File: config.mk
export PLATFORM = sky130hd
export DESIGN_NAME = fir_engine_param
export DESIGN_NICKNAME = d
export VERILOG_FILES = /design/src/rtl/fir_engine_param.sv
export SDC_FILE = /design/constraint.sdc
export NUM_CORES = 1
export LEC_CHECK = 0
export ABC_AREA = 1
export CAP_MARGIN = 20
export CELL_PAD_IN_SITES_DETAIL_PLACEMENT = 1
export CELL_PAD_IN_SITES_GLOBAL_PLACEMENT = 1
export CORE_ASPECT_RATIO = 0.9
export CORE_MARGIN = 4
export CORE_UTILIZATION = 44
export CTS_CLUSTER_SIZE = 8
export DETAILED_ROUTE_END_ITERATION = 8
export GPL_TIMING_DRIVEN = 0
export PLACE_DENSITY_LB_ADDON = 0.1
export SLEW_MARGIN = 5
export SYNTH_ARGS = -nofsm -noshare
export SYNTH_HDL_FRONTEND = slang
export SYNTH_SLANG_ARGS = --single-unit
export TNS_END_PERCENT = 50
File: constraint.sdc
create_clock -name clk -period 7 [get_ports clk]
set_input_delay 1.05 -clock clk [delete_from_list [all_inputs] [get_ports clk]]
set_output_delay 1.05 -clock clk [all_outputs]
set_load 0.005 [all_outputs]
File: src/rtl/fir_engine_param.sv
// FIR engine over an external synchronous memory: sequential MAC or fully pipelined per job.
// Build option FIR_PIPE_MODE_EN adds the pipelined mode (PIPE/DRAIN states, parallel products).

module fir_engine_param #(
  parameter int DATA_W = 8,
  parameter int COEF_W = 8,
  parameter int TAPS   = 4,
  parameter int ADDR_W = 10,
  parameter int SHIFT  = 0
) (
  input  logic                     clk,
  input  logic                     rst_n,
  input  logic                     start,
  input  logic                     mode,
  input  logic [ADDR_W-1:0]        in_addr,
  input  logic [ADDR_W-1:0]        out_addr,
  input  logic [ADDR_W-1:0]        sample_count,
  input  logic                     coef_we,
  input  logic [$clog2(TAPS)-1:0]  coef_idx,
  input  logic [COEF_W-1:0]        coef_data,
  output logic                     rd_en,
  output logic [ADDR_W-1:0]        rd_addr,
  input  logic [DATA_W-1:0]        rd_data,
  output logic                     wr_en,
  output logic [ADDR_W-1:0]        wr_addr,
  output logic [DATA_W-1:0]        wr_data,
  output logic                     busy,
  output logic                     done,
  output logic [31:0]              cycle_count,
  output logic [2:0]               state
);

  localparam int IW = $clog2(TAPS);
  localparam int PW = DATA_W + COEF_W;
  localparam int AW = PW + IW;
  localparam logic signed [AW-1:0] SAT_MAX = {{(AW-DATA_W+1){1'b0}}, {(DATA_W-1){1'b1}}};
  localparam logic signed [AW-1:0] SAT_MIN = ~SAT_MAX;

  typedef enum logic [2:0] {
    S_IDLE  = 3'd0,
    S_READ  = 3'd1,
    S_CAPT  = 3'd2,
    S_MAC   = 3'd3,
    S_WRITE = 3'd4,
    S_PIPE  = 3'd5,
    S_DRAIN = 3'd6,
    S_DONE  = 3'd7
  } state_t;

  state_t state_q, state_d;

  logic signed [COEF_W-1:0] coef     [TAPS];
  logic signed [DATA_W-1:0] dline    [TAPS];
  logic signed [DATA_W-1:0] dl_shift [TAPS];
  logic signed [AW-1:0]     acc;
  logic signed [PW-1:0]     mac_prod;
  logic [IW-1:0]            tap;
  logic [ADDR_W-1:0]        in_q, out_q, cnt_q, rd_n, wr_n, last_idx;
  logic [31:0]              cyc_q;
  logic                     accept, seq_wr;
  logic                     pipe_sel, pipe_shift, s2_vld;
  logic [DATA_W-1:0]        s2_data;

  function automatic logic [DATA_W-1:0] saturate(input logic signed [AW-1:0] a);
    logic signed [AW-1:0] s;
    s = a >>> SHIFT;
    if (s > SAT_MAX)      saturate = SAT_MAX[DATA_W-1:0];
    else if (s < SAT_MIN) saturate = SAT_MIN[DATA_W-1:0];
    else                  saturate = s[DATA_W-1:0];
  endfunction

  function automatic logic signed [PW-1:0] mul(input logic signed [COEF_W-1:0] c,
                                               input logic signed [DATA_W-1:0] d);
    mul = PW'(c) * PW'(d);
  endfunction

  // A new job can be accepted whenever busy is low, including the DONE cycle.
  assign accept   = start && (state_q == S_IDLE || state_q == S_DONE);
  assign last_idx = cnt_q - 1'b1;
  assign mac_prod = mul(coef[tap], dline[tap]);

  always_comb begin
    dl_shift[0] = $signed(rd_data);
    for (int k = 1; k < TAPS; k++) dl_shift[k] = dline[k-1];
  end

  always_comb begin
    state_d = state_q;
    case (state_q)
      S_IDLE, S_DONE: begin
        state_d = S_IDLE;
        if (accept) begin
          if (sample_count == '0) state_d = S_DONE;
          else if (pipe_sel)      state_d = S_PIPE;
          else                    state_d = S_READ;
        end
      end
      S_READ:  state_d = S_CAPT;
      S_CAPT:  state_d = S_MAC;
      S_MAC:   if (tap == IW'(TAPS-1)) state_d = S_WRITE;
      S_WRITE: state_d = (wr_n == last_idx) ? S_DONE : S_READ;
`ifdef FIR_PIPE_MODE_EN
      S_PIPE:  if (rd_n == last_idx) state_d = S_DRAIN;
      S_DRAIN: if (s2_vld && wr_n == last_idx) state_d = S_DONE;
`endif
      default: state_d = S_IDLE;
    endcase
  end

  assign busy        = !(state_q == S_IDLE || state_q == S_DONE);
  assign done        = (state_q == S_DONE);
  assign state       = state_q;
  assign cycle_count = cyc_q;
  assign rd_en       = (state_q == S_READ) || (state_q == S_PIPE);
  assign rd_addr     = rd_en ? in_q + rd_n : '0;
  assign seq_wr      = (state_q == S_WRITE);
  assign wr_en       = seq_wr || s2_vld;
  assign wr_addr     = wr_en ? out_q + wr_n : '0;
  assign wr_data     = seq_wr ? saturate(acc) : (s2_vld ? s2_data : '0);

  always_ff @(posedge clk or negedge rst_n) begin
    if (!rst_n) begin
      state_q <= S_IDLE;
      in_q    <= '0;
      out_q   <= '0;
      cnt_q   <= '0;
      rd_n    <= '0;
      wr_n    <= '0;
      tap     <= '0;
      acc     <= '0;
      cyc_q   <= '0;
      for (int k = 0; k < TAPS; k++) dline[k] <= '0;
    end else begin
      state_q <= state_d;
      if (accept) begin
        in_q  <= in_addr;
        out_q <= out_addr;
        cnt_q <= sample_count;
        rd_n  <= '0;
        wr_n  <= '0;
        cyc_q <= '0;
        for (int k = 0; k < TAPS; k++) dline[k] <= '0;
      end else begin
        if (busy)  cyc_q <= cyc_q + 32'd1;
        if (rd_en) rd_n  <= rd_n + 1'b1;
        if (wr_en) wr_n  <= wr_n + 1'b1;
        if (state_q == S_CAPT || pipe_shift)
          for (int k = 0; k < TAPS; k++) dline[k] <= dl_shift[k];
      end
      if (state_q == S_CAPT) begin
        acc <= '0;
        tap <= '0;
      end else if (state_q == S_MAC) begin
        acc <= acc + AW'(mac_prod);
        tap <= tap + 1'b1;
      end
    end
  end

  // Coefficients survive across jobs; only reset restores the identity filter.
  always_ff @(posedge clk or negedge rst_n) begin
    if (!rst_n) begin
      coef[0] <= COEF_W'(1) << SHIFT;
      for (int k = 1; k < TAPS; k++) coef[k] <= '0;
    end else if (coef_we && !busy && (int'(coef_idx) < TAPS)) begin
      coef[coef_idx] <= coef_data;
    end
  end

`ifdef FIR_PIPE_MODE_EN
  logic                 rd_pend, s1_vld;
  logic signed [PW-1:0] prod_q [TAPS];
  logic signed [AW-1:0] prod_sum;

  always_comb begin
    prod_sum = '0;
    for (int k = 0; k < TAPS; k++) prod_sum = prod_sum + AW'(prod_q[k]);
  end

  // rd_en -> data returns -> stage 1 products -> stage 2 sum/saturate; write 3 cycles after read.
  always_ff @(posedge clk or negedge rst_n) begin
    if (!rst_n) begin
      rd_pend <= 1'b0;
      s1_vld  <= 1'b0;
      s2_vld  <= 1'b0;
      s2_data <= '0;
      for (int k = 0; k < TAPS; k++) prod_q[k] <= '0;
    end else begin
      rd_pend <= (state_q == S_PIPE);
      s1_vld  <= rd_pend;
      s2_vld  <= s1_vld;
      if (rd_pend)
        for (int k = 0; k < TAPS; k++) prod_q[k] <= mul(coef[k], dl_shift[k]);
      if (s1_vld) s2_data <= saturate(prod_sum);
    end
  end

  assign pipe_shift = rd_pend;
  assign pipe_sel   = mode;
`else
  logic unused_mode;
  assign unused_mode = mode;
  assign pipe_shift  = 1'b0;
  assign pipe_sel    = 1'b0;
  assign s2_vld      = 1'b0;
  assign s2_data     = '0;
`endif

endmodule

======== Yosys cells after proc, flatten, opt, wreduce, memory -nomap -nowiden ========
Index checks and enable logic that the tools add are counted.
cells by class
  muxes and demuxes ....................... 31
  eq/ne operators ......................... 10
  shift-type cells ........................ 0
  multipliers ............................. 1
  divide/modulo/power cells ............... 0
  order comparisons ....................... 5
  reduce and logical (&&, ||, !) cells .... 13
  bitwise logic cells ..................... 2
  add/subtract/negate cells ............... 8
operators with widths
  cell                                                          number
  two-way mux 32 bit                                            4
  two-way mux 8 bit                                             8
  two-way mux 10 bit                                            6
  two-way mux 18 bit                                            2
  adder 32 x 1 -> 32 bit (second input constant)                1
  binary-select mux 8 bit (select 2 bit)                        2
  bitwise mux 32 bit                                            1
  adder 10 x 1 -> 10 bit (second input constant)                2
  adder 10 bit                                                  2
  adder 18 x 16 -> 18 bit                                       1
  > comparator 18 x 8 -> 1 bit (second input constant)          1
  less-than comparator 18 x 8 -> 1 bit (second input constant)  1
  demux 8 bit (select 2 bit)                                    1
  multiplier 8 x 8 -> 16 bit                                    1
  case mux 3 bit (5 select lines)                               1
  two-way mux 3 bit                                             4
  == test 10 bit                                                1
  logical NOT 10 bit                                            1
  subtractor 10 x 1 -> 10 bit (second input constant)           1
  == test 3 bit (second input constant)                         3
  nonzero test 2 bit                                            4
  == test 3 x 2 -> 1 bit (second input constant)                2
  greater-or-equal comparator 3 bit (second input constant)     2
  inverter 2 -> 3 bit                                           2
  other kinds (11)                                              16
word-level totals
  memory bits (read-only) ................. 0
  bits in writable memories ............... 0
  latch bits .............................. 0
  memories kept ........................... 0
  output and inout port bits .............. 67
  bits in registers ....................... 169

======== Longest topological paths before layout ========
  word-level depth ........................ 8
  depth in mapped cells ................... 27

======== Worst setup path after synthesis ========
OpenSTA, ideal clock, no wires.
  path kind ............................... flip-flop to flip-flop
  start point ............................. reg tap[0]
  end point ............................... reg acc[16]
  data arrival time ....................... 5545 ps
  required time ........................... 6874 ps
  library setup time ...................... 126 ps
  slack ................................... 1329 ps
  stages on the path, launching flop included .. 23
  buffers on the path ..................... 2
  cell sequence ........................... dfrtp_1 -> buf_2 -> inv_2 -> clkbuf_1 -> nand2_1 -> a32oi_1 -> inv_1 -> nor2_1 -> fa_1 -> fa_1 -> fa_1 -> inv_1 -> fa_1 -> inv_1 -> ha_1 -> ha_1 -> inv_1 -> nor3_1 -> nand3_1 -> nand4_1 -> nand2_1 -> nand2_1 -> o21ai_0
between the ends
  word-level cells in the longest chain between the ends .. 8
  elaborated cells on any way between the ends .. 11
  those cells by class .................... 1 x add/sub; 1 x mul; 8 x mux; 1 x bitwise
RTL lines
  what                                                  line  source
  start, declared                                       57    logic [IW-1:0] tap;
  start signal, assigned                                155   tap <= tap + 1'b1;
  inverter 2 -> 3 bit (not written as such) *           80    assign mac_prod = mul(coef[tap], dline[tap]);
  binary-select mux 8 bit (select 2 bit)                80
  two-way mux 8 bit (not written as such) (2 in a row)  80
  multiplier 8 x 8 -> 16 bit *                          74    mul = PW'(c) * PW'(d);
  adder 18 x 16 -> 18 bit *                             154   acc <= acc + AW'(mac_prod);
  two-way mux 18 bit *                                  153   end else if (state_q == S_MAC) begin
  two-way mux 18 bit *                                  150   if (state_q == S_CAPT) begin
  end signal, assigned                                  154
  end, declared                                         55    logic signed [AW-1:0] acc;
Mark *: on every way between the ends. The rest lies on a longest branch, timed or not. The select of a mux whose other input is x is not followed.
A chain may end at the register's enable or synchronous reset.

======== Worst setup path in the final report ========
  start point ............................. reg tap[1]
  end point ............................... reg acc[13]
The elaborated chain is that of the path after synthesis.

==> results.toml <==
[clock_network]
postCtsSetupBuffers = 0
cts_buffer_depth = 2
cts_tree = "built"
numClockSinks = 169
clock_latency_ps = 450
cts_made_buffers = 17
path_clk_slew_ps = 70
cts-htree-levels = 4
cts_hold_buf = 0
cts_root_buffer = "clkbuf_16"

[setup_path]
crit_type = "reg -> reg"
crit_path_end_kind = "register"
critPathMaxStageDelay_ps = 590
arrival_ps = 6790
cp-start-kind = "register"
worstPathMaxFanout = 11
path_common_cell = "fa_1"
crit_slowest_cell = "fa_1"
cp.required_ps = 7330
cp_cell_sequence = "inv_1 > clkbuf_1 > a21oi_1 > a32oi_1 > inv_1 > nor2_2 > inv_1 > fa_1 > inv_1 > fa_1 > fa_1 > fa_1 > fa_1 > ha_1 > nand2_1 > nor2_1 > nand2_1 > a21oi_1 > o21ai_0 > nand3_1 > nand2_1"
cp_top_family = "adder cells"
timing.critical_path.buf_inv = 5

[cells_and_area]
final_cell_area_mm2 = 0.01498
fillers = 3541
postLayoutCoreUtil = 0.5320
syn2layout_area_growth_pct = 18.03
n_antenna_cell = 0
drive_gt1_frac = 0.04751
register_area_mm2 = 0.004230
fin_nets = 1997
multi_input_area_mm2 = 0.007157

[logic_synthesis]
ys.flop_type = "dfrtp_1"
ys_ff_latch = 169
synthesis.area_mm2 = 0.01269
ys_seq_area_frac = 0.3333
yosysMostFrequentCell = "nand2_1"
synth_commonest_cells = "nand2_1 (418), inv_1 (288), dfrtp_1 (168)"
yosys.area.top_type = "dfrtp_1"
synth_top_area_share = 0.3313
synth_nets = 1858
ys_types = 46
ys_warn_count = 0
avgSynthCellArea_um2 = 7.654
ys_async_sr_fraction = 1.000
synth_edf_count = 0
synth_cells = 1658
ys_top_cells_by_area = "dfrtp_1 (33%), fa_1 (13%), nand2_1 (12%), inv_1 (8.5%), ha_1 (6.4%)"

[routing]
routedWlPerCell_um = 18.31
firstDrtPassIters = 5
ant_nets = 0
first_iter_violations = 561
drc = 0
vias = 11714
vias_per_cell = 5.398
wirelength_um = 39740

[grt]
grt_pass1_wl_um = 67120
grt_pass1_vias = 12913
grt.total_usage = 0.2615
antenna_found_initial = 0
grt-ovfl-total = 0
grt_max_degree = 97

[sta]
tightest_slew_ps = 1070
hold_viol_final = 0
post-route-min-period_ps = 6468
clock.fmax_ghz = 0.1546
setup_violations = 0
rsz0062_at_grt = "false"
fin_crit_sh = 0.9240
final_max_slew_viol_count = 0
max-slew-margin-rel = 0.2864
skew_ps = 15.15

[floorplanning]
dieArea_mm2 = 0.03163
pin_count = 120
die_w_um = 187.0
core_mm2 = 0.02816
initial_core_util = 0.4507
row_count = 58
die_h_um = 169.1

[placed_design]
place_congestion = 0.8681
dp_hpwl_um = 30940
dpl_cell_area_mm2 = 0.01436
portBuffers = 118

[flow_run]
maxCapViolCount = 0

[hold_path]
hold_path.class = "reg -> reg"

[run_status]
status = "complete, no violations"
metrics by stage:
| step | cells | hold slack, ps | setup WS (ps) | setup TNS, ps |
|---|---|---|---|---|
| after global placement | 2136 | 458.6 | -2448 | -407650 |
| final | 2170 | 480.8 | 531.7 | 0 |
| after floorplan | 1658 | 443.9 | 1329 | 0 |
| after detailed placement | 2138 | 467.1 | 291.1 | 0 |
| after global routing | 2170 | 509.4 | 33.98 | 0 |
| after CTS | 2170 | 483.4 | 210.3 | 0 |
placed cells by master, fill, tap and decap left out, types with 65 or more instances in the layout:
| master | n |
|---|---|
| a21oi_1 | 79 |
| inv_1 | 288 |
| ha_1 | 65 |
| nand3_1 | 78 |
| clkdlybuf4s50_1 | 117 |
| dfrtp_1 | 168 |
| o21ai_0 | 102 |
| nand2_1 | 418 |
| fa_1 | 82 |
| nor2_1 | 155 |
cell families after synthesis:
kind of cell	synth area share
XOR/XNOR	0.01380
AND/OR/NAND/NOR	0.2413
AO/OA/AOI/OAI	0.1152
flip-flops	0.3333
adder cells (fa/ha/maj)	0.1934
buffers and inverters	0.1029
worst paths after layout:
path	from	end	slack [ps]	depth (start not counted)
max in group asynchronous	rst_n	cnt_q[7]$_DFFE_PN0P_	5530	2
worst max register to register	tap[1]$_DFFE_PN0P_	acc[13]$_DFFE_PN0P_	530	21
worst max-delay path	tap[1]$_DFFE_PN0P_	acc[13]$_DFFE_PN0P_	530	21
worst min register to register	dl_shift[21]$_DFFE_PN0P_	dl_shift[21]$_DFFE_PN0P_	480	2
worst min-delay path	dl_shift[21]$_DFFE_PN0P_	dl_shift[21]$_DFFE_PN0P_	480	2
min in group asynchronous	rst_n	coef[13]$_DFFE_PN0P_	630	1
per-layer routing:
| metal | track usage | vias up | part of all wire |
|---|---|---|---|
| li1 | - | 5555 | - |
| met1 | 0.3422 | 5876 | 0.45 |
| met2 | 0.4615 | 227 | 0.49 |
| met3 | 0.03567 | 56 | 0.034 |
| met4 | 0.06975 | 0 | 0.020 |
| met5 | 0 | - | 0 |
registers in the layout (all words and copies together), names as in the netlist:
| signal | count |
|---|---|
| out_q | 10 |
| in_q | 10 |
| dl_shift | 24 |
| state | 3 |
| rd_n | 10 |
| dline | 8 |
| cnt_q | 10 |
| acc | 18 |
| wr_n | 10 |
| coef | 32 |
| cycle_count | 32 |
| tap | 2 |
final cells by class:
class / instances / area share
plain buffers: 42 / 0.01303
clock buffers: 17 / 0.02840
clock inverters: 15 / 0.01261
inverters: 296 / 0.07417
multi-input cells: 1151 / 0.4778
flip-flops and latches: 169 / 0.2824
well taps: 360 / 0.03007
repair buffers: 120 / 0.08152
what timing repair did:
item,4_1_cts,5_1_grt
gates resized for setup,0,1
hold endpoints to repair,0,0
setup endpoints to repair,0,9
worst min-delay path, delay by kind of cell, from the launching register on:
| family | cells | cell delay [ps] |
|---|---|---|
| buf+inv | 1 | 40 |
| compound gates | 1 | 60 |
| flops | 1 | 350 |
Power is left out: the tool's default activity adds up to more than one toggle a clock period on the data nets, which glitch-free logic cannot reach.
